[src/rtl/mem_access_stage_if.sv]
// Data-memory bus between the MEM-stage access controller (master) and a
// variable-latency data memory (slave): req/ack handshake with byte enables.
interface mem_access_stage_if #(
  parameter int DATA_W = 64
);
  logic              dmem_req;
  logic              dmem_we;
  logic [DATA_W-1:0] dmem_addr;
  logic [7:0]        dmem_be;
  logic [DATA_W-1:0] dmem_wdata;
  logic              dmem_ack;
  logic [DATA_W-1:0] dmem_rdata;

  modport master (
    output dmem_req, dmem_we, dmem_addr, dmem_be, dmem_wdata,
    input  dmem_ack, dmem_rdata
  );

  modport slave (
    input  dmem_req, dmem_we, dmem_addr, dmem_be, dmem_wdata,
    output dmem_ack, dmem_rdata
  );
endinterface

[src/rtl/mem_access_stage.sv]
// LEGv8 MEM-stage data-memory access controller: stalls the pipeline across a
// req/ack access. Optional macro ALIGN_CHECK_EN rejects misaligned dword ops.
module mem_access_stage #(
  parameter int MAX_WAIT = 16,
  parameter int DATA_W   = 64
) (
  input  logic                clk,
  input  logic                reset,
  input  logic                MemRead_mem,
  input  logic                MemWrite_mem,
  input  logic                byte_mem,
  input  logic [DATA_W-1:0]   alu_result_mem,
  input  logic [DATA_W-1:0]   wr_data_mem,
  output logic [DATA_W-1:0]   dm_read_data_mem,
  output logic                stall_mem,
  output logic                bus_err,
  output logic                align_fault,
  mem_access_stage_if.master  dmem
);

  typedef enum logic [1:0] {ST_IDLE = 2'd0, ST_WAIT = 2'd1, ST_DONE = 2'd2} state_t;

  localparam logic [7:0] LAST_CNT = 8'(MAX_WAIT - 1);

  state_t            state_r;
  logic [7:0]        wait_cnt_r;
  logic              is_read_r;
  logic              byte_r;
  logic [2:0]        off_r;
  logic              req_r;
  logic              we_r;
  logic [DATA_W-1:0] addr_r;
  logic [7:0]        be_r;
  logic [DATA_W-1:0] wdata_r;
  logic [DATA_W-1:0] rdata_r;
  logic              bus_err_r;
  logic              align_fault_r;
  logic              op_s;
  logic              misalign_s;

  // Byte loads pick one lane and zero-extend; dword loads pass straight through.
  function automatic logic [DATA_W-1:0] load_extract(input logic [DATA_W-1:0] rdata,
                                                     input logic is_byte,
                                                     input logic [2:0] off);
    logic [DATA_W-1:0] shifted;
    shifted = rdata >> {off, 3'b000};
    if (is_byte) begin
      return {{(DATA_W-8){1'b0}}, shifted[7:0]};
    end else begin
      return rdata;
    end
  endfunction

  assign op_s = MemRead_mem | MemWrite_mem;

`ifdef ALIGN_CHECK_EN
  assign misalign_s = ~byte_mem & (alu_result_mem[2:0] != 3'b000);
`else
  assign misalign_s = 1'b0;
`endif

  // Access FSM with registered bus request, captured load data and fault pulses.
  always_ff @(posedge clk) begin
    if (reset) begin
      state_r       <= ST_IDLE;
      wait_cnt_r    <= 8'd0;
      is_read_r     <= 1'b0;
      byte_r        <= 1'b0;
      off_r         <= 3'b000;
      req_r         <= 1'b0;
      we_r          <= 1'b0;
      addr_r        <= {DATA_W{1'b0}};
      be_r          <= 8'h00;
      wdata_r       <= {DATA_W{1'b0}};
      rdata_r       <= {DATA_W{1'b0}};
      bus_err_r     <= 1'b0;
      align_fault_r <= 1'b0;
    end else begin
      bus_err_r     <= 1'b0;
      align_fault_r <= 1'b0;
      case (state_r)
        ST_IDLE: begin
          if (op_s) begin
            is_read_r  <= ~MemWrite_mem;
            byte_r     <= byte_mem;
            off_r      <= alu_result_mem[2:0];
            wait_cnt_r <= 8'd0;
            if (misalign_s) begin
              state_r       <= ST_DONE;
              rdata_r       <= {DATA_W{1'b0}};
              align_fault_r <= 1'b1;
            end else begin
              state_r <= ST_WAIT;
              req_r   <= 1'b1;
              we_r    <= MemWrite_mem;
              addr_r  <= {alu_result_mem[DATA_W-1:3], 3'b000};
              be_r    <= byte_mem ? (8'h01 << alu_result_mem[2:0]) : 8'hFF;
              wdata_r <= byte_mem ? {(DATA_W/8){wr_data_mem[7:0]}} : wr_data_mem;
            end
          end else begin
            state_r <= ST_IDLE;
          end
        end
        ST_WAIT: begin
          // An ack on the final allowed cycle still completes normally.
          if (dmem.dmem_ack) begin
            state_r <= ST_DONE;
            req_r   <= 1'b0;
            if (is_read_r) begin
              rdata_r <= load_extract(dmem.dmem_rdata, byte_r, off_r);
            end else begin
              rdata_r <= rdata_r;
            end
          end else if (wait_cnt_r == LAST_CNT) begin
            state_r   <= ST_DONE;
            req_r     <= 1'b0;
            rdata_r   <= {DATA_W{1'b0}};
            bus_err_r <= 1'b1;
          end else begin
            wait_cnt_r <= wait_cnt_r + 8'd1;
          end
        end
        ST_DONE: begin
          state_r <= ST_IDLE;
        end
        default: begin
          state_r <= ST_IDLE;
          req_r   <= 1'b0;
        end
      endcase
    end
  end

  // Hold the pipeline from the cycle the op appears until the DONE cycle.
  always_comb begin
    stall_mem = 1'b0;
    case (state_r)
      ST_IDLE: stall_mem = op_s;
      ST_WAIT: stall_mem = 1'b1;
      ST_DONE: stall_mem = 1'b0;
      default: stall_mem = 1'b0;
    endcase
  end

  assign dm_read_data_mem = rdata_r;
  assign bus_err          = bus_err_r;
  assign align_fault      = align_fault_r;
  assign dmem.dmem_req    = req_r;
  assign dmem.dmem_we     = we_r;
  assign dmem.dmem_addr   = addr_r;
  assign dmem.dmem_be     = be_r;
  assign dmem.dmem_wdata  = wdata_r;

endmodule

[src/flat_wrapper.sv]
// flat-port wrapper written by rule: the top's interface ports become plain ports
module mem_access_stage_flat 
#(
  parameter int MAX_WAIT = 16,
  parameter int DATA_W   = 64
)
  (clk, reset, MemRead_mem, MemWrite_mem, byte_mem, alu_result_mem, wr_data_mem, dm_read_data_mem, stall_mem, bus_err, align_fault, dmem_dmem_req, dmem_dmem_we, dmem_dmem_addr, dmem_dmem_be, dmem_dmem_wdata, dmem_dmem_ack, dmem_dmem_rdata);
  mem_access_stage_if #(.DATA_W(DATA_W)) dmem_i ();
  input  logic clk;
  input  logic reset;
  input  logic MemRead_mem;
  input  logic MemWrite_mem;
  input  logic byte_mem;
  input  logic [DATA_W-1:0] alu_result_mem;
  input  logic [DATA_W-1:0] wr_data_mem;
  output logic [DATA_W-1:0] dm_read_data_mem;
  output logic stall_mem;
  output logic bus_err;
  output logic align_fault;
  output wire logic [$bits(dmem_i.dmem_req)-1:0] dmem_dmem_req;
  output wire logic [$bits(dmem_i.dmem_we)-1:0] dmem_dmem_we;
  output wire logic [$bits(dmem_i.dmem_addr)-1:0] dmem_dmem_addr;
  output wire logic [$bits(dmem_i.dmem_be)-1:0] dmem_dmem_be;
  output wire logic [$bits(dmem_i.dmem_wdata)-1:0] dmem_dmem_wdata;
  input wire logic [$bits(dmem_i.dmem_ack)-1:0] dmem_dmem_ack;
  input wire logic [$bits(dmem_i.dmem_rdata)-1:0] dmem_dmem_rdata;
  assign dmem_dmem_req = dmem_i.dmem_req;
  assign dmem_dmem_we = dmem_i.dmem_we;
  assign dmem_dmem_addr = dmem_i.dmem_addr;
  assign dmem_dmem_be = dmem_i.dmem_be;
  assign dmem_dmem_wdata = dmem_i.dmem_wdata;
  assign dmem_i.dmem_ack = dmem_dmem_ack;
  assign dmem_i.dmem_rdata = dmem_dmem_rdata;
  mem_access_stage #(.MAX_WAIT(MAX_WAIT), .DATA_W(DATA_W)) u_core (.clk(clk), .reset(reset), .MemRead_mem(MemRead_mem), .MemWrite_mem(MemWrite_mem), .byte_mem(byte_mem), .alu_result_mem(alu_result_mem), .wr_data_mem(wr_data_mem), .dm_read_data_mem(dm_read_data_mem), .stall_mem(stall_mem), .bus_err(bus_err), .align_fault(align_fault), .dmem(dmem_i));
endmodule
[config.mk]
export PLATFORM = sky130hd
export DESIGN_NAME = mem_access_stage_flat
export DESIGN_NICKNAME = d
export VERILOG_FILES = /design/src/rtl/mem_access_stage_if.sv /design/src/rtl/mem_access_stage.sv /design/src/flat_wrapper.sv
export SDC_FILE = /design/constraint.sdc
export NUM_CORES = 1
export LEC_CHECK = 0
export BUFFER_PORTS_ARGS = -buffer_cell sky130_fd_sc_hd__buf_2
export CAP_MARGIN = 10
export CORE_ASPECT_RATIO = 0.5
export CORE_MARGIN = 2
export CORE_UTILIZATION = 47
export CTS_BUF_LIST = sky130_fd_sc_hd__clkbuf_4 sky130_fd_sc_hd__clkbuf_8 sky130_fd_sc_hd__clkbuf_16
export DETAILED_ROUTE_END_ITERATION = 8
export PLACE_DENSITY = 0.78
export SLEW_MARGIN = 25
export SYNTH_ARGS = -nofsm -noshare
export SYNTH_HDL_FRONTEND = slang
export SYNTH_SLANG_ARGS = --single-unit
[constraint.sdc]
create_clock -name clk -period 2.05 [get_ports clk]
set_input_delay 0.205 -clock clk [delete_from_list [all_inputs] [get_ports clk]]
set_output_delay 0.205 -clock clk [all_outputs]
set_load 0.05 [all_outputs]
==> flow_summary.json <==
{
  "die_height_um": 100,
  "grt_pass1_vias": 9104,
  "nets": 1666,
  "start_util": 0.477,
  "remaining_drc_errors": 0,
  "hold_path.class": "in -> reg",
  "drt-vias-per-instance": 5.46,
  "port_buffers": 398,
  "setup_tns_ps": 0,
  "yosys.area.top_type": "dfxtp_1",
  "critical_path.max_stage_delay_ps": 550,
  "place_area_mm2": 0.0109,
  "dp_hpwl_um": 19500,
  "cp-start-kind": "flip-flop",
  "die_width_um": 197,
  "status": "complete, no violations",
  "crit_path_cell_trace": "or4_4 > o31a_2 > buf_12 > o21ai_0 > a21oi_1",
  "p_leak_nw": 5.87,
  "final_area_mm2": 0.0129,
  "synth_ff_type": "dfxtp_1",
  "track_usage": 0.294,
  "path_max_fanout": 56,
  "wire_per_inst_um": 17.9,
  "postLayoutCoreUtil": 0.704,
  "drtIter0Drc": 622,
  "max_slew.worst_pin.slew_ps": 715,
  "antenna_found_initial": 0,
  "ys_async_sr_fraction": 0,
  "critPathKind": "reg -> reg",
  "gp_routability_congestion": 0.872,
  "slew_violations": 0,
  "cts_max_level": 1,
  "yosysUniqueCellTypes": 44,
  "endpoint_kind": "flip-flop",
  "syn-cell-area_mm2": 0.00873,
  "coreArea_mm2": 0.0183,
  "clock_latency_ps": 490,
  "drt-total-wl_um": 30700,
  "insertedDiodeCount": 0,
  "ys_top_cells_by_count": "215 x dfxtp_1, 208 x nand2_1, 137 x a21oi_1, 76 x nor2_1, 61 x clkbuf_1",
  "yosysTopAreaCellShare": 0.493,
  "cts_tree": "done",
  "cap_violations": 0,
  "ys_warn_count": 0,
  "cts_root_buf": "clkbuf_16",
  "syn-instance-count": 996,
  "synth_seq_area_share": 0.493,
  "hold_ws_ps": 23.0,
  "critPathSlowestCell": "or4_4",
  "grt_pass1_wl_um": 46900,
  "period_minus_slack_ps": 1910,
  "p_per_area_mw_per_mm2": 921,
  "setup-violations-final": 0,
  "grt_max_degree": 64,
  "period_share": 0.933,
  "finClkSkew_ps": 11.4,
  "worst_ep_arrival_time_ps": 2270,
  "areaGrowthSynthToFinish_pct": 47.5,
  "first_pass_iters": 5,
  "synth-edff-count": 0,
  "required_ps": 2410,
  "ir_drop_mv": 0.700,
  "ant_nets": 0,
  "synth.area.top_cells": "dfxtp_1 49%, nand2_1 8.9%, a21oi_1 7.9%, mux2i_1 6.4%, a211oi_1 5.0%",
  "cts_sinks": 215,
  "rsz0062_at_grt": "false",
  "synth-seq-cells": 215,
  "clk_path_buf_depth": 3,
  "postCtsSetupBuffers": 0,
  "crit_family": "compound AO/OA/AOI/OAI gates",
  "fmax_mhz": 523,
  "grt_overflow": 0,
  "timing.slew.headroom": 0.523,
  "yosysMostFrequentCell": "dfxtp_1",
  "cts_buffers": 20,
  "drive_above_1_share": 0.327,
  "final_hold_viol_count": 0,
  "syn_area_per_cell_um2": 8.77,
  "cts.clk_slew.worst_paths_ps": 70,
  "die_area_mm2": 0.0198,
  "row_count": 35,
  "vias": 9390,
  "io_pins": 403,
  "crit_buf_inv": 1
}
timing repair:
item                                   CTS  global route
hold buffers                           125             0
resized for setup                        0             2
endpoints found under the hold margin  133             0
setup endpoints to repair                0             2
layout make-up:
cell class / instances / area (µm²)
Clock buffer: 25 / 556
Fill cell: 1362 / 5430
Multi-Input combinational cell: 682 / 4000
Clock inverter: 11 / 164
Inverter: 2 / 7.51
Tap cell: 240 / 300
Sequential cell: 215 / 4300
Timing Repair Buffer: 546 / 3550
power breakdown:
group	switching (mW)	total (mW)	internal (mW)
clock	1.66	4.10	2.45
sequential	0.180	4.68	4.50
combinational	2.13	3.08	0.952
worst register-to-register path: stages (launching register included):
cell and delay (ps):
dfxtp_1 370, or4_4 550, o31a_2 320, buf_12 200
o21ai_0 240, a21oi_1 100
cells in the final DEF (no fill, tap or decap), types with 8 or more instances in the layout:
master,instances
a221o_1,8
dfxtp_1,215
buf_12,10
buf_2,396
nand2_1,208
buf_4,14
a22o_1,8
a21oi_1,137
dlygate4sd3_1,125
mux4_2,16
mux2i_1,56
a211oi_1,58
o21ai_0,16
nor2_1,75
clkbuf_16,21
o21ai_1,41
layer usage:
metal | vias to the layer above | wire, µm | track usage | share of wire
met5 | - | 0 | 0 | 0
met4 | 0 | 1130 | 0.123 | 0.037
met3 | 104 | 2310 | 0.0581 | 0.075
met2 | 485 | 15300 | 0.527 | 0.50
met1 | 4396 | 12000 | 0.350 | 0.39
li1 | 4405 | - | - | -
sequential cells by signal, summed over array words and instances, names as in the netlist:
register,count
u_core.dm_read_data_mem,64
u_core.dmem.dmem_wdata,64
u_core.dmem.dmem_addr,61
u_core.dmem.dmem_be,8
u_core.wait_cnt_r,8
u_core.off_r,3
u_core.state_r,2
u_core.bus_err,1
u_core.byte_r,1
u_core.dmem.dmem_req,1
u_core.dmem.dmem_we,1
u_core.is_read_r,1
cells by family (layout without fill, tap and decap cells):
group           count (synthesis)  in the layout  share of synthesized area
buf+inv                       102            584                     0.0540
other cells                     1              4                   0.000429
fa+ha+maj                       1              1                    0.00143
compound gates                282            282                      0.192
mux                            72             72                      0.105
flops                         215            215                      0.493
simple gates                  319            319                      0.150
xor+xnor                        4              4                    0.00401
stage by stage:
step	total power, mW	instances	setup WS, ps
finish	11.9	1721	137
CTS	11.9	1721	107
detailed placement	7.61	1560	191
floorplan	6.78	999	236
global placement	7.55	1560	262
global route	12.3	1721	47.5
final timing paths:
path / slack, ps / startpoint / cells past startpoint / endpoint
hold / removal: 20 / dmem_dmem_rdata[34] / 3 / u_core.dm_read_data_mem[34]
setup reg to reg: 140 / u_core.wait_cnt_r[4] / 5 / u_core.dm_read_data_mem[24]
setup / recovery: 140 / u_core.wait_cnt_r[4] / 5 / u_core.dm_read_data_mem[24]
hold reg to reg: 450 / u_core.dmem.dmem_wdata[4] / 2 / u_core.dmem.dmem_wdata[4]
Note: power is estimated with default switching activity, not from simulation.
